===== src/rtl/mux16_pkg.sv =====
// rtl/mux16_pkg.sv - shared constants, FSM state type and helpers for the 16-channel round-robin mux
package mux16_pkg;

    localparam int NCH   = 16;
    localparam int SEL_W = 4;

    typedef enum logic [1:0] {
        IDLE = 2'd0,
        CAPT = 2'd1,
        SEND = 2'd2
    } state_t;

    // One-hot vector with only bit idx set.
    function automatic logic [NCH-1:0] onehot(input logic [SEL_W-1:0] idx);
        logic [NCH-1:0] v;
        v = '0;
        v[idx] = 1'b1;
        return v;
    endfunction

endpackage


===== src/rtl/mux16to1.sv =====
// rtl/mux16to1.sv - 16:1 single-bit data multiplexer
// Ports:
//   din [15:0] : one data bit per channel
//   sel [3:0]  : channel index
//   out        : din[sel]
import mux16_pkg::*;

module mux16to1 (
    input  logic [NCH-1:0]   din,
    input  logic [SEL_W-1:0] sel,
    output logic             out
);

    assign out = din[sel];

endmodule


===== src/rtl/mux16_rr_ctrl.sv =====
// rtl/mux16_rr_ctrl.sv - round-robin arbiter capturing one data bit per grant through a 16:1 mux
// Ports:
//   clk, rst_n         : clock, synchronous active-low reset
//   req [15:0]         : per-channel level request
//   din [15:0]         : per-channel data bit
//   cfg_we, cfg_mask   : channel-enable mask write
//   out_ready          : downstream accept (only looked at while presenting)
//   out_valid/data/chan: presented transfer
//   gnt [15:0]         : one-cycle one-hot completion pulse
//   busy               : a transfer is in flight
import mux16_pkg::*;

module mux16_rr_ctrl #(
    parameter logic [NCH-1:0] MASK_RST = 16'hFFFF
) (
    input  logic             clk,
    input  logic             rst_n,
    input  logic [NCH-1:0]   req,
    input  logic [NCH-1:0]   din,
    input  logic             cfg_we,
    input  logic [NCH-1:0]   cfg_mask,
    input  logic             out_ready,
    output logic             out_valid,
    output logic             out_data,
    output logic [SEL_W-1:0] out_chan,
    output logic [NCH-1:0]   gnt,
    output logic             busy
);

    state_t           state_q, state_d;
    logic [SEL_W-1:0] ptr_q, ptr_d;
    logic [SEL_W-1:0] sel_q, sel_d;
    logic [NCH-1:0]   mask_q, mask_d;
    logic             out_valid_q, out_valid_d;
    logic             out_data_q, out_data_d;
    logic [SEL_W-1:0] out_chan_q, out_chan_d;
    logic [NCH-1:0]   gnt_q, gnt_d;

    logic [NCH-1:0]   elig;
    logic             rr_hit;
    logic [SEL_W-1:0] rr_pick;
    logic [SEL_W-1:0] rr_idx;
    logic             mux_out;

    mux16to1 u_mux (
        .din (din),
        .sel (sel_q),
        .out (mux_out)
    );

    // Search starts just past the last winner; i = NCH wraps back onto ptr
    // itself so the previous winner is considered last.
    always_comb begin
        elig    = req & mask_q;
        rr_hit  = 1'b0;
        rr_pick = ptr_q;
        rr_idx  = ptr_q;
        for (int i = 1; i <= NCH; i++) begin
            rr_idx = ptr_q + SEL_W'(i);
            if (!rr_hit && elig[rr_idx]) begin
                rr_hit  = 1'b1;
                rr_pick = rr_idx;
            end
        end
    end

    always_comb begin
        state_d     = state_q;
        ptr_d       = ptr_q;
        sel_d       = sel_q;
        out_valid_d = out_valid_q;
        out_data_d  = out_data_q;
        out_chan_d  = out_chan_q;
        gnt_d       = '0;
        // Arbitration above reads mask_q, so a write lands after this edge.
        mask_d      = cfg_we ? cfg_mask : mask_q;

        case (state_q)
            IDLE: begin
                if (rr_hit) begin
                    sel_d   = rr_pick;
                    state_d = CAPT;
                end
            end
            CAPT: begin
                out_data_d  = mux_out;
                out_chan_d  = sel_q;
                out_valid_d = 1'b1;
                state_d     = SEND;
            end
            SEND: begin
                // req/mask are not consulted here: a granted transfer always completes.
                if (out_ready) begin
                    gnt_d       = onehot(sel_q);
                    ptr_d       = sel_q;
                    out_valid_d = 1'b0;
                    state_d     = IDLE;
                end
            end
            default: state_d = IDLE;
        endcase
    end

    always_ff @(posedge clk) begin
        if (!rst_n) begin
            state_q     <= IDLE;
            ptr_q       <= SEL_W'(NCH - 1);
            sel_q       <= '0;
            mask_q      <= MASK_RST;
            out_valid_q <= 1'b0;
            out_data_q  <= 1'b0;
            out_chan_q  <= '0;
            gnt_q       <= '0;
        end else begin
            state_q     <= state_d;
            ptr_q       <= ptr_d;
            sel_q       <= sel_d;
            mask_q      <= mask_d;
            out_valid_q <= out_valid_d;
            out_data_q  <= out_data_d;
            out_chan_q  <= out_chan_d;
            gnt_q       <= gnt_d;
        end
    end

    assign out_valid = out_valid_q;
    assign out_data  = out_data_q;
    assign out_chan  = out_chan_q;
    assign gnt       = gnt_q;
    assign busy      = (state_q != IDLE);

endmodule


===== config.mk =====
export PLATFORM = sky130hd
export DESIGN_NAME = mux16_rr_ctrl
export DESIGN_NICKNAME = d
export VERILOG_FILES = /design/src/rtl/mux16_pkg.sv /design/src/rtl/mux16to1.sv /design/src/rtl/mux16_rr_ctrl.sv
export SDC_FILE = /design/constraint.sdc
export NUM_CORES = 1
export LEC_CHECK = 0
export CORE_UTILIZATION = 54
export DETAILED_ROUTE_END_ITERATION = 10
export HOLD_SLACK_MARGIN = 0.08
export PLACE_DENSITY_LB_ADDON = 0.2
export SYNTH_ARGS = -nofsm -noshare
export SYNTH_HDL_FRONTEND = slang
export SYNTH_HIERARCHICAL = 1
export SYNTH_SLANG_ARGS = --single-unit

===== constraint.sdc =====
create_clock -name clk -period 4.32 [get_ports clk]
set_input_delay 0.432 -clock clk [delete_from_list [all_inputs] [get_ports clk]]
set_output_delay 0.432 -clock clk [all_outputs]
set_load 0.005 [all_outputs]

==> qor.txt <==
PwrDens: 320 nW/um2
Most frequent CP cell: a21oi_1
Initial antenna violation count: 0
Tmin final: 3980 ps
GRT Total Usage: 31.5%
Crit-path max FO: 19
Largest net degree at the start of global routing: 34
Max clock buf depth: 2
Worst slew pin tran: 951 ps
Count of state elements after synthesis: 48
Clock sink count: 48
Adder-cell share of the synthesized area: 2.05%
Hold endpoint: mask_q[13]
Worst Path Class, Setup: reg2reg
DR iter-0 viols: 268
Slew Viols, Final: 0
Post-Syn Area: 4280 um2
Die W: 91.0 um
Clock network power share: 24.5%
RSZ-0062 raised after global routing: false
Fill count: 656
Sw power: 639 uW
Most frequent cells in the layout: 74 x clkdlybuf4s50_1, 67 x nand2_1, 48 x dfxtp_1
Crit share post-route: 92.1%
Core area: 7690 um2
Synth Area in XOR/XNOR: 2.81%
Gr ovfl total: 0
Dpl hpwl: 9910 um
Async SR Flop Fraction: 0%
Gpl congestion: 0.982
Critical Path RT: 4500 ps
Vias in the first global route: 4,086
Post-Route WL: 12,600 um
EDFF count, synth: 0
Net Sw Frac: 38.0%
H-tree levels: 2
Num rows: 32
Internal power: 1040 uW
Max_slew headroom: 36.4%
Cell variety after synth: 73
Crit end category: flop
Drt pass-1 iters: 4
Port Buffer Count: 74
Worst-path clk slew: 110 ps
Hold_buf cts: 0
Critical-path top delay cell: ha_1
Root Driver: clkbuf_8
DIE HEIGHT: 91.0 um
Syn-to-layout area delta: 22.6%
Post-route DRC: 0
Vias per cell: 6.40
Most used flip-flop cell after synthesis: dfxtp_1
Max cap viols: 0
CTS tree: done
RR Startpoint: ptr_q[1]
Register area: 961 um2
Comb pwr share: 44.8%
Post-CTS Setup Inserts: 0
Area leader, netlist: dfxtp_1
Reg2Reg Depth: 12
Layout cells sized above 1: 13.8%
Synthesized net count: 550
Final Hold Slack: 508 ps
Post-synthesis mux area share: 28.1%
R2R Path End: sel_q[1]
Critical path launch point type: flop
Post-route ant nets: 0
Setup_tns: 0 ps
Die ar.: 8290 um2
TritonCTS Buffers: 5
Clk_skew: 21.2 ps
Share of the core filled with cells: 68.3%
Leak Pwr: 0.00197 uW
I/O Pins: 75
Via count: 4,237
Part of the Yosys area used for sequential elements: 22.4%
Post-CTS Resized: 0
Largest family of logic cells by synthesized area: multiplexers
Worst VDD drop: 0.194 mV
Share of the synthesized area in the top cell type: 22.4%
Synth top area cells: dfxtp_1 22%, mux4_2 14%, mux2i_1 7.5%
Starting Density: 55.7%
CP arrival: 4160 ps
Post-DR wirelength/cell: 19.1 um
Diodes inserted: 0
Power share of the sequential group: 30.7%
Final hold vios: 0
Syn avg cell area: 8.72 um2
Simple-gate share of the synthesized area: 23.4%
FMAX: 251 MHz
First-pass GRT wire length: 20,500 um
Hold path depth: 2
Hold Crit Class: reg2reg
Yosys Warn Count: 6
Post-Synthesis Cells: 491
Final Net Count: 618
R2R setup slack: 340 ps
Hold Crit Start: mask_q[13]
Most common cell after layout, fill and taps aside: clkdlybuf4s50_1
Outcome: completed
Synth Area in Compound Gates: 17.1%
# setup viols final: 0
Critical-path cell list: clkinv_1 > buf_4 > ha_1 > mux4_2 > a22oi_1 > nor2b_1 > and3_1 > a21oi_1 > o32ai_1 > a21oi_1 > a21boi_0 > a41oi_1
Critical Path Max Stage Delay: 640 ps
Area taken by multi-input logic gates: 3150 um2
Clk_lat worst skew: 320 ps
## state kept, by name (all words and copies together) (netlist names)
register	count
gnt	16
mask_q	16
out_chan	4
ptr_q	4
sel_q	4
state_q	2
out_data	1
out_valid	1
## per-layer routing
metal,track usage (%),vias to the layer above,part of all wire [%]
met3,5.95,33,7.3
li1,-,1978,-
met1,40.9,2028,43
met4,14.0,0,3.4
met2,51.1,198,47
met5,0,-,0
## cell usage after synthesis (6+ instances only)
master     n
dfxtp_1   48
nand3_1   23
nor3_1    10
nor2_1    44
mux4_2    27
o211ai_1  11
a21oi_1   30
mux2i_1   32
clkbuf_1  14
and2_1    23
mux2_2     9
a21boi_0  11
nand2_1   67
xnor2_1    8
ha_1       7
a22oi_1    8
o21ai_0   12
o22ai_1    6
## cell type report
| type | count | share of cell area, % |
|---|---|---|
| Timing Repair Buffer | 87 | 16.0 |
| Clock buffer | 5 | 1.31 |
| Sequential cell | 48 | 18.3 |
| Tap cell | 102 | 2.43 |
| Clock inverter | 3 | 1.31 |
| Multi-Input combinational cell | 408 | 59.9 |
| Inverter | 9 | 0.739 |
## through the flow
stage / total power, uW / cells / worst slack (ps) / area, um2
3_5_place_dp: 1260 / 654 / 443 / 5110
6_report: 1680 / 662 / 340 / 5250
3_3_place_gp: 1250 / 654 / 493 / 5110
5_1_grt: 1760 / 662 / 120 / 5250
2_1_floorplan: 1040 / 491 / 338 / 4280
4_1_cts: 1670 / 662 / 388 / 5250
## power groups by stage
stage | logic, uW | registers [uW] | clock network [uW]
6_report | 753 | 516 | 412
2_1_floorplan | 533 | 504 | 0
3_5_place_dp | 735 | 524 | 0
5_1_grt | 807 | 521 | 434
3_3_place_gp | 730 | 523 | 0
4_1_cts | 738 | 514 | 416
## worst max path at each step
stage / from / to / slack [ps] / cells after the start
CTS: ptr_q[1] / sel_q[1] / 390 / 12
floorplan: ptr_q[1] / sel_q[3] / 340 / 15
detailed placement: ptr_q[1] / sel_q[1] / 440 / 12
global placement: ptr_q[1] / sel_q[2] / 490 / 12
finish: ptr_q[1] / sel_q[1] / 340 / 12
global route: ptr_q[1] / sel_q[1] / 120 / 12
## worst max-delay path: cells and delay by family, from the launching register on
kind                     cells  cell delay [ps]
AO/OA/AOI/OAI                6             1330
AND/OR/NAND/NOR              2              760
adder cells (fa/ha/maj)      1              640
multiplexers                 1              460
flip-flops                   1              350
buffers and inverters        2              300
## cells by family (layout without fill, tap and decap cells)
group,after synthesis,in the layout
xor+xnor,12,12
compound gates,110,110
mux,77,77
simple gates,202,202
buf+inv,35,104
fa+ha+maj,7,7
flops,48,48
Power figures use the tool's default switching activity.
